**src/rtl/fir_mac_sequencer.sv**
```systemverilog
// Single-MAC FIR sequencer: one sample per handshake, TAPS multiply-accumulate cycles,
// then a held, saturated result on a valid/ready output port.
module fir_mac_sequencer #(
  parameter int TAPS = 5,
  parameter int DW   = 8,
  parameter int CW   = 8,
  parameter int OW   = 16,
  localparam int AW  = $clog2(TAPS)
) (
  input  logic                 clk,
  input  logic                 reset,
  input  logic                 s_valid,
  output logic                 s_ready,
  input  logic signed [DW-1:0] s_data,
  output logic                 m_valid,
  input  logic                 m_ready,
  output logic signed [OW-1:0] m_data,
  input  logic                 cfg_we,
  input  logic [AW-1:0]        cfg_addr,
  input  logic signed [CW-1:0] cfg_data,
  output logic                 cfg_err,
  output logic                 busy
);

  localparam int ACCW = DW + CW + $clog2(TAPS);
  localparam int PW   = DW + CW;

  localparam logic [1:0] IDLE = 2'd0;
  localparam logic [1:0] MAC  = 2'd1;
  localparam logic [1:0] OUT  = 2'd2;

  logic [1:0]             state_q, state_d;
  logic [AW-1:0]          k_q, k_d;
  logic [AW-1:0]          wr_ptr_q, wr_ptr_d;
  logic signed [ACCW-1:0] acc_q, acc_d;
  logic signed [DW-1:0]   dly_q [TAPS];
  logic signed [DW-1:0]   dly_d [TAPS];
  logic signed [CW-1:0]   coef_q [TAPS];
  logic signed [CW-1:0]   coef_d [TAPS];
  logic                   cfg_err_q, cfg_err_d;

  logic [AW-1:0]          rd_idx;
  logic signed [PW-1:0]   prod;
  logic                   accept;
  logic                   cfg_ok;
  logic signed [OW-1:0]   sat_acc;

  assign s_ready = (state_q == IDLE);
  assign busy    = (state_q != IDLE);
  assign m_valid = (state_q == OUT);
  assign cfg_err = cfg_err_q;
  assign accept  = s_valid && s_ready;
  assign cfg_ok  = cfg_we && (state_q == IDLE) && (32'(cfg_addr) < TAPS);

  // Slot of x[n-k] in the ring; modulo-2^AW wrap is harmless since the result is < TAPS.
  assign rd_idx = (wr_ptr_q >= k_q) ? (wr_ptr_q - k_q) : (wr_ptr_q + AW'(TAPS) - k_q);
  assign prod   = coef_q[k_q] * dly_q[rd_idx];

  always_comb begin
    state_d   = state_q;
    k_d       = k_q;
    wr_ptr_d  = wr_ptr_q;
    acc_d     = acc_q;
    dly_d     = dly_q;
    coef_d    = coef_q;
    cfg_err_d = cfg_we && !cfg_ok;

    if (cfg_ok) begin
      coef_d[cfg_addr] = cfg_data;
    end

    case (state_q)
      IDLE: begin
        if (accept) begin
          dly_d[wr_ptr_q] = s_data;
          acc_d           = '0;
          k_d             = '0;
          state_d         = MAC;
        end
      end
      MAC: begin
        acc_d = acc_q + ACCW'(prod);
        if (k_q == AW'(TAPS - 1)) begin
          wr_ptr_d = (wr_ptr_q == AW'(TAPS - 1)) ? '0 : wr_ptr_q + AW'(1);
          state_d  = OUT;
        end else begin
          k_d = k_q + AW'(1);
        end
      end
      OUT: begin
        if (m_ready) begin
          state_d = IDLE;
        end
      end
      default: state_d = IDLE;
    endcase
  end

  generate
    if (ACCW > OW) begin : g_sat
      always_comb begin
        if ((acc_q[ACCW-1:OW-1] == '0) || (acc_q[ACCW-1:OW-1] == '1)) begin
          sat_acc = acc_q[OW-1:0];
        end else if (acc_q[ACCW-1]) begin
          sat_acc = {1'b1, {(OW-1){1'b0}}};
        end else begin
          sat_acc = {1'b0, {(OW-1){1'b1}}};
        end
      end
    end else begin : g_ext
      assign sat_acc = OW'(acc_q);
    end
  endgenerate

  assign m_data = (state_q == OUT) ? sat_acc : '0;

  always_ff @(posedge clk) begin
    if (reset) begin
      state_q   <= IDLE;
      k_q       <= '0;
      wr_ptr_q  <= '0;
      acc_q     <= '0;
      dly_q     <= '{default: '0};
      coef_q    <= '{default: '0};
      cfg_err_q <= 1'b0;
    end else begin
      state_q   <= state_d;
      k_q       <= k_d;
      wr_ptr_q  <= wr_ptr_d;
      acc_q     <= acc_d;
      dly_q     <= dly_d;
      coef_q    <= coef_d;
      cfg_err_q <= cfg_err_d;
    end
  end

endmodule

```
**config.mk**
```make
export PLATFORM = sky130hd
export DESIGN_NAME = fir_mac_sequencer
export DESIGN_NICKNAME = d
export VERILOG_FILES = /design/src/rtl/fir_mac_sequencer.sv
export SDC_FILE = /design/constraint.sdc
export NUM_CORES = 1
export LEC_CHECK = 0
export BUFFER_PORTS_ARGS = -buffer_cell sky130_fd_sc_hd__buf_2
export CAP_MARGIN = 20
export CORE_UTILIZATION = 45
export CTS_BUF_LIST = sky130_fd_sc_hd__clkbuf_4
export DETAILED_ROUTE_END_ITERATION = 16
export PLACE_DENSITY = 0.64
export SLEW_MARGIN = 15
export SYNTH_ARGS = -nofsm -noshare
export SYNTH_HDL_FRONTEND = slang
export SYNTH_SLANG_ARGS = --single-unit
```
**constraint.sdc**
```tcl
create_clock -name clk -period 9.55 [get_ports clk]
set_input_delay 2.865 -clock clk [delete_from_list [all_inputs] [get_ports clk]]
set_output_delay 2.865 -clock clk [all_outputs]
set_load 0.01 [all_outputs]
```
After elaboration in Yosys (flattened, before gate mapping):

Index checks and enable logic that the tools add are counted.
Widths: inputs -> output; s select.

* flip-flop bits (word level): 108
* bits in latches: 0
* bits in writable memories: 0
* ROM bits: 0
* input bits: 24
* output and inout port bits: 20
* memories: 0

* add/subtract/negate cells: 6
* multipliers: 1
* div/mod/pow operators: 0
* order comparisons: 8
* equality and inequality tests: 9
* shift-type cells: 0
* muxes and demuxes: 26
* bitwise operators: 4
* reductions and logical operators: 17

Operators with widths (number)
* $bwmux 40: 2
* $bmux 8 s3: 2
* $demux 8 s3: 2
* $mux 16: 3
* $mux 8: 6
* $pmux 19 s2: 1
* $add 19x16->19: 1
* $mux 19: 1
* $ge 4x4->1 const B: 4
* $mul 8x8->16: 1
* $not 3->4: 4
* $mux 3: 4
* $lt 4x1->1 const B: 2
* $add 3x1->3 const B: 2
* $eq 3x3->1 const B: 2
* $logic_and 1x1->1: 6
* $mux 2: 3
* $pmux 2 s3: 1
* $pmux 3 s2: 1
* $reduce_and 2->1: 3
* $reduce_and 3->1: 2
* $sub 3x3->3: 2
* $eq 4x4->1 const B: 1
* $logic_not 4->1: 1
* other kinds (11): 14

Longest topological paths before layout:

* word-level depth: 10
* depth in mapped cells: 31
* depth with buffers taken out: 27

Least setup slack after synthesis:

OpenSTA, ideal clock, no wires.

* path kind: register -> register
* start point: reg k_q[1]
* end point: reg acc_q[18]
* library setup time: 0.062 ns
* arrival: 8.260 ns
* required time: 9.488 ns
* slack: 1.228 ns
* cell stages (with the launch flop): 26
* buffers on the path: 3
* cells stage by stage: dfxtp_1 > clkbuf_1 > clkbuf_1 > inv_1 > ha_1 > inv_1 > ha_1 > buf_1 > a211oi_1 > a22oi_1 > nor2_1 > o41ai_1 > fa_1 > fa_1 > fa_1 > inv_1 > fa_1 > inv_1 > ha_1 > ha_1 > a21o_1 > a211oi_2 > o211ai_1 > and3_1 > or4_1 > nand3_1

* cells in the longest elaborated chain, start to end: 9
* elaborated cells on any way between the ends: 15
* those cells by class: 3 x add/sub; 1 x mul; 1 x order compare; 8 x mux; 2 x bitwise

Ends and longest elaborated chain
* from (decl): RTL line 33 `logic [AW-1:0] k_q, k_d;`
* from (signal assigned): RTL line 128 `k_q <= k_d;`
* $sub 3x3->3 or $ge 3x3->1 (tied branches): RTL line 56 `assign rd_idx = (wr_ptr_q >= k_q) ? (wr_ptr_q - k_q) : (wr_ptr_q + AW'(TAPS) - k_q);`
* $mux 3: RTL line 56
* $not 3->4 (implied by the code): RTL line 57 `assign prod = coef_q[k_q] * dly_q[rd_idx];`
* $bmux 8 s3: RTL line 57
* $mux 8 (implied by the code) (2 in a row): RTL line 57
* $mul 8x8->16 *: RTL line 57
* $add 19x16->19 *: RTL line 82 `acc_d = acc_q + ACCW'(prod);`
* $pmux 19 s2 *: RTL line 72 `case (state_q)`
* to (signal assigned): RTL line 122 `acc_q <= '0;`
* to (signal assigned): RTL line 130 `acc_q <= acc_d;`
* to (decl): RTL line 35 `logic signed [ACCW-1:0] acc_q, acc_d;`

Every way passes the cells marked *; elsewhere a longest branch is shown, timed or not. The select of a mux whose other input is x is not followed.
A chain may end at the register's enable or synchronous reset.

Worst setup path in the final report:

Ends and elaborated chain as after synthesis.

==> results by group <==
Outcome
  • Outcome: complete, no violations

CTS
  • H-tree Lvls: 3
  • CTS tree: done
  • Root buf cell: clkbuf_4
  • Clock Latency Late Sink: 0.49 ns
  • Clk buf depth: 2
  • CTS Sinks: 108
  • Clock Pin Slew Worst Setup and Hold Paths: 0.17 ns
  • Post-CTS resize count: 0
  • Hold-fix buffers, CTS: 0
  • CTS Buf Count: 9
  • Setup Buffers After CTS: 0

Placement
  • DP HPWL: 18500 um
  • Final GP Congestion: 0.866
  • Buffers on Ports: 43
  • Cells after DPL: 1350
  • DP Area: 10000 um2
  • Pre-CTS setup slack: 1.15 ns

Critical path
  • CP Data Arrival Time: 8.99 ns
  • CP endpoint kind: register
  • Crit path kind: register to register
  • Worst Setup Start Kind: register
  • Critical path fanouts, max: 36
  • Critical path required time: 10.00 ns

Synth
  • Synth Flop Type: dfxtp_1
  • Syn Nets: 1249
  • Post-Syn Area: 9600 um2
  • Flops & latches, synth: 108
  • Netlist cell types: 68
  • Ys async rst share: 0%
  • Most common cell in the synthesized netlist: inv_1
  • EDFF count, synth: 0
  • Post-synth top area share: 22.5%
  • Post-synthesis cell count: 1086
  • Synth area leader: dfxtp_1
  • Top cells by area, synth: dfxtp_1, fa_1, mux2i_1
  • Synth top cells by count: inv_1, dfxtp_1, nor2_1
  • Mapped Avg Cell Area: 8.84 um2
  • YS warnings: 0
  • Sequential element share of the synthesized area: 22.5%

Timing
  • Final Hold Viols: 0
  • Max-slew violation count: 0
  • Setup-failing EPs final: 0
  • Final worst slack: 1.01 ns
  • FMAX: 117 MHz
  • Worst-Margin Slew: 1.01 ns
  • RSZ-0062 raised after global routing: no
  • Tmin final: 8.54 ns
  • Max Clock Skew: 0.0121 ns
  • Post-route clock period utilization: 89.4%
  • Setup TNS: 0 ns
  • Max transition margin: 31.4%

Global routing
  • Initial antenna violation count: 0
  • Largest net degree at the start of global routing: 95
  • First-pass GRT wire length: 40200 um
  • Vias in the first global route: 7504
  • Grt total ovfl: 0
  • Total Routing Usage GR: 22.9%

Cells and area
  • Final core occ: 48.6%
  • Layout area overhead: 6.07%
  • Post-Layout Cell Count: 1365
  • Layout Nets: 1249
  • Fillers: 2092
  • Ant diodes: 0
  • Layout cell share with drive strength beyond 1: 9.63%
  • Post-route cell area: 10200 um2

Floorplanning
  • Core area: 21000 um2
  • Die height: 148 um
  • Die width: 148 um
  • Initial Util: 45.8%
  • Cell Rows: 53
  • Top Ports: 44
  • Die area: 21900 um2

Routing
  • Post-DR vias/cell: 5.76
  • ANT nets after route: 0
  • Routed via count: 7867
  • Iter 0 DRT Violations: 764
  • WL/cell: 17.4 um
  • Post-route DRC: 0
  • Pre-Repair DR Iteration Count: 5
  • Final wirelength: 23700 um

Power
  • Reg power frac: 40.7%
  • Net Sw Frac: 38.2%
  • Net Sw Power: 0.448 mW
  • Clock power frac: 23.4%
  • Cell Pwr Density: 115 nW/um2
  • Max VDD drop: 0.0000645 V
  • Leak pwr: 4.73 nW
  • Int Pwr: 0.724 mW
  • Combinational Power Share: 35.9%

Job
  • Max_cap viols: 0

Worst hold path
  • HP Class: register to register
-- metrics by stage --
step / hold WS (ns) / total power [mW]
floorplan: 0.432 / 0.798
global placement: 0.446 / 0.900
detailed placement: 0.450 / 0.901
CTS: 0.471 / 1.18
global route: 0.488 / 1.25
finish: 0.467 / 1.17
-- power by group through the flow --
stage | Combinational, mW | Sequential, mW | Clock (mW)
2_1_floorplan | 0.317 | 0.481 | 0
3_3_place_gp | 0.413 | 0.487 | 0
3_5_place_dp | 0.415 | 0.487 | 0
4_1_cts | 0.419 | 0.477 | 0.285
5_1_grt | 0.476 | 0.480 | 0.298
6_report | 0.421 | 0.477 | 0.274
-- sequential cells by signal, indices dropped and copies added (netlist names) --
| signal | flops |
|---|---|
| coef_q | 40 |
| acc_q | 19 |
| dly_q | 40 |
| k_q | 3 |
| state_q | 2 |
| wr_ptr_q | 3 |
| cfg_err | 1 |
-- cell usage in the layout (no fill, tap or decap), types with 16 or more instances in the layout --
cell type,n
o21a_1,16
o2111ai_1,34
nand3_1,80
dfxtp_1,108
ha_1,53
o21ai_0,46
buf_4,19
buf_2,42
nand2_1,43
nor2_1,103
inv_1,114
mux2i_1,87
fa_1,86
a21oi_1,54
-- worst paths after layout --
check,slack (ns),from,cells after the start,endpoint
max,1.01,k_q[1]$_SDFFE_PP0P_,24,acc_q[18]$_SDFFE_PP0P_
min,0.47,coef_q[36]$_SDFFE_PP0P_,2,coef_q[36]$_SDFFE_PP0P_
max reg2reg,1.01,k_q[1]$_SDFFE_PP0P_,24,acc_q[18]$_SDFFE_PP0P_
min reg2reg,0.47,coef_q[36]$_SDFFE_PP0P_,2,coef_q[36]$_SDFFE_PP0P_
-- layout make-up --
cell class                      count  area (um2)  share of cell area, %
Inverter                          114         428                   4.20
Clock buffer                        9        67.6                  0.663
Tap cell                          275         344                   3.38
Timing Repair Buffer               61         353                   3.46
Multi-Input combinational cell    792        6730                   66.1
Sequential cell                   108        2160                   21.2
Clock inverter                      6        96.3                  0.946
-- cells by family (layout without fill, tap and decap cells) --
logic type               count (synthesis)  in the layout  share of synthesized area (%)
AND/OR/NAND/NOR                        274            274                           13.1
AO/OA/AOI/OAI                          271            271                           20.9
buffers and inverters                  186            190                           7.56
adder cells (fa/ha/maj)                139            139                           24.8
flip-flops                             108            108                           22.5
multiplexers                            90             90                           9.45
XOR/XNOR                                18             18                           1.64
-- layer usage --
| metal | GRT usage [%] | wire length [um] |
|---|---|---|
| met5 | 0 | 0 |
| met4 | 6.49 | 443 |
| met3 | 3.01 | 1430 |
| met2 | 32.8 | 9940 |
| met1 | 35.6 | 11900 |
-- worst max-delay path, stage by stage (launching register included) --
cell and delay (ns):
dfxtp_1 0.79, inv_1 0.21, ha_1 0.38, inv_1 0.06
ha_1 0.42, nor3_1 0.36, a32oi_1 0.22, mux2i_4 0.83
buf_4 0.37, a32oi_1 0.19, fa_1 0.56, fa_1 0.50
inv_1 0.05, fa_1 0.52, fa_1 0.56, inv_1 0.06
fa_1 0.53, inv_1 0.04, ha_1 0.33, o211a_1 0.27
a211oi_2 0.27, o211ai_1 0.15, and3_1 0.22, or4_1 0.50
nand3_1 0.09
Power figures use the tool's default switching activity.
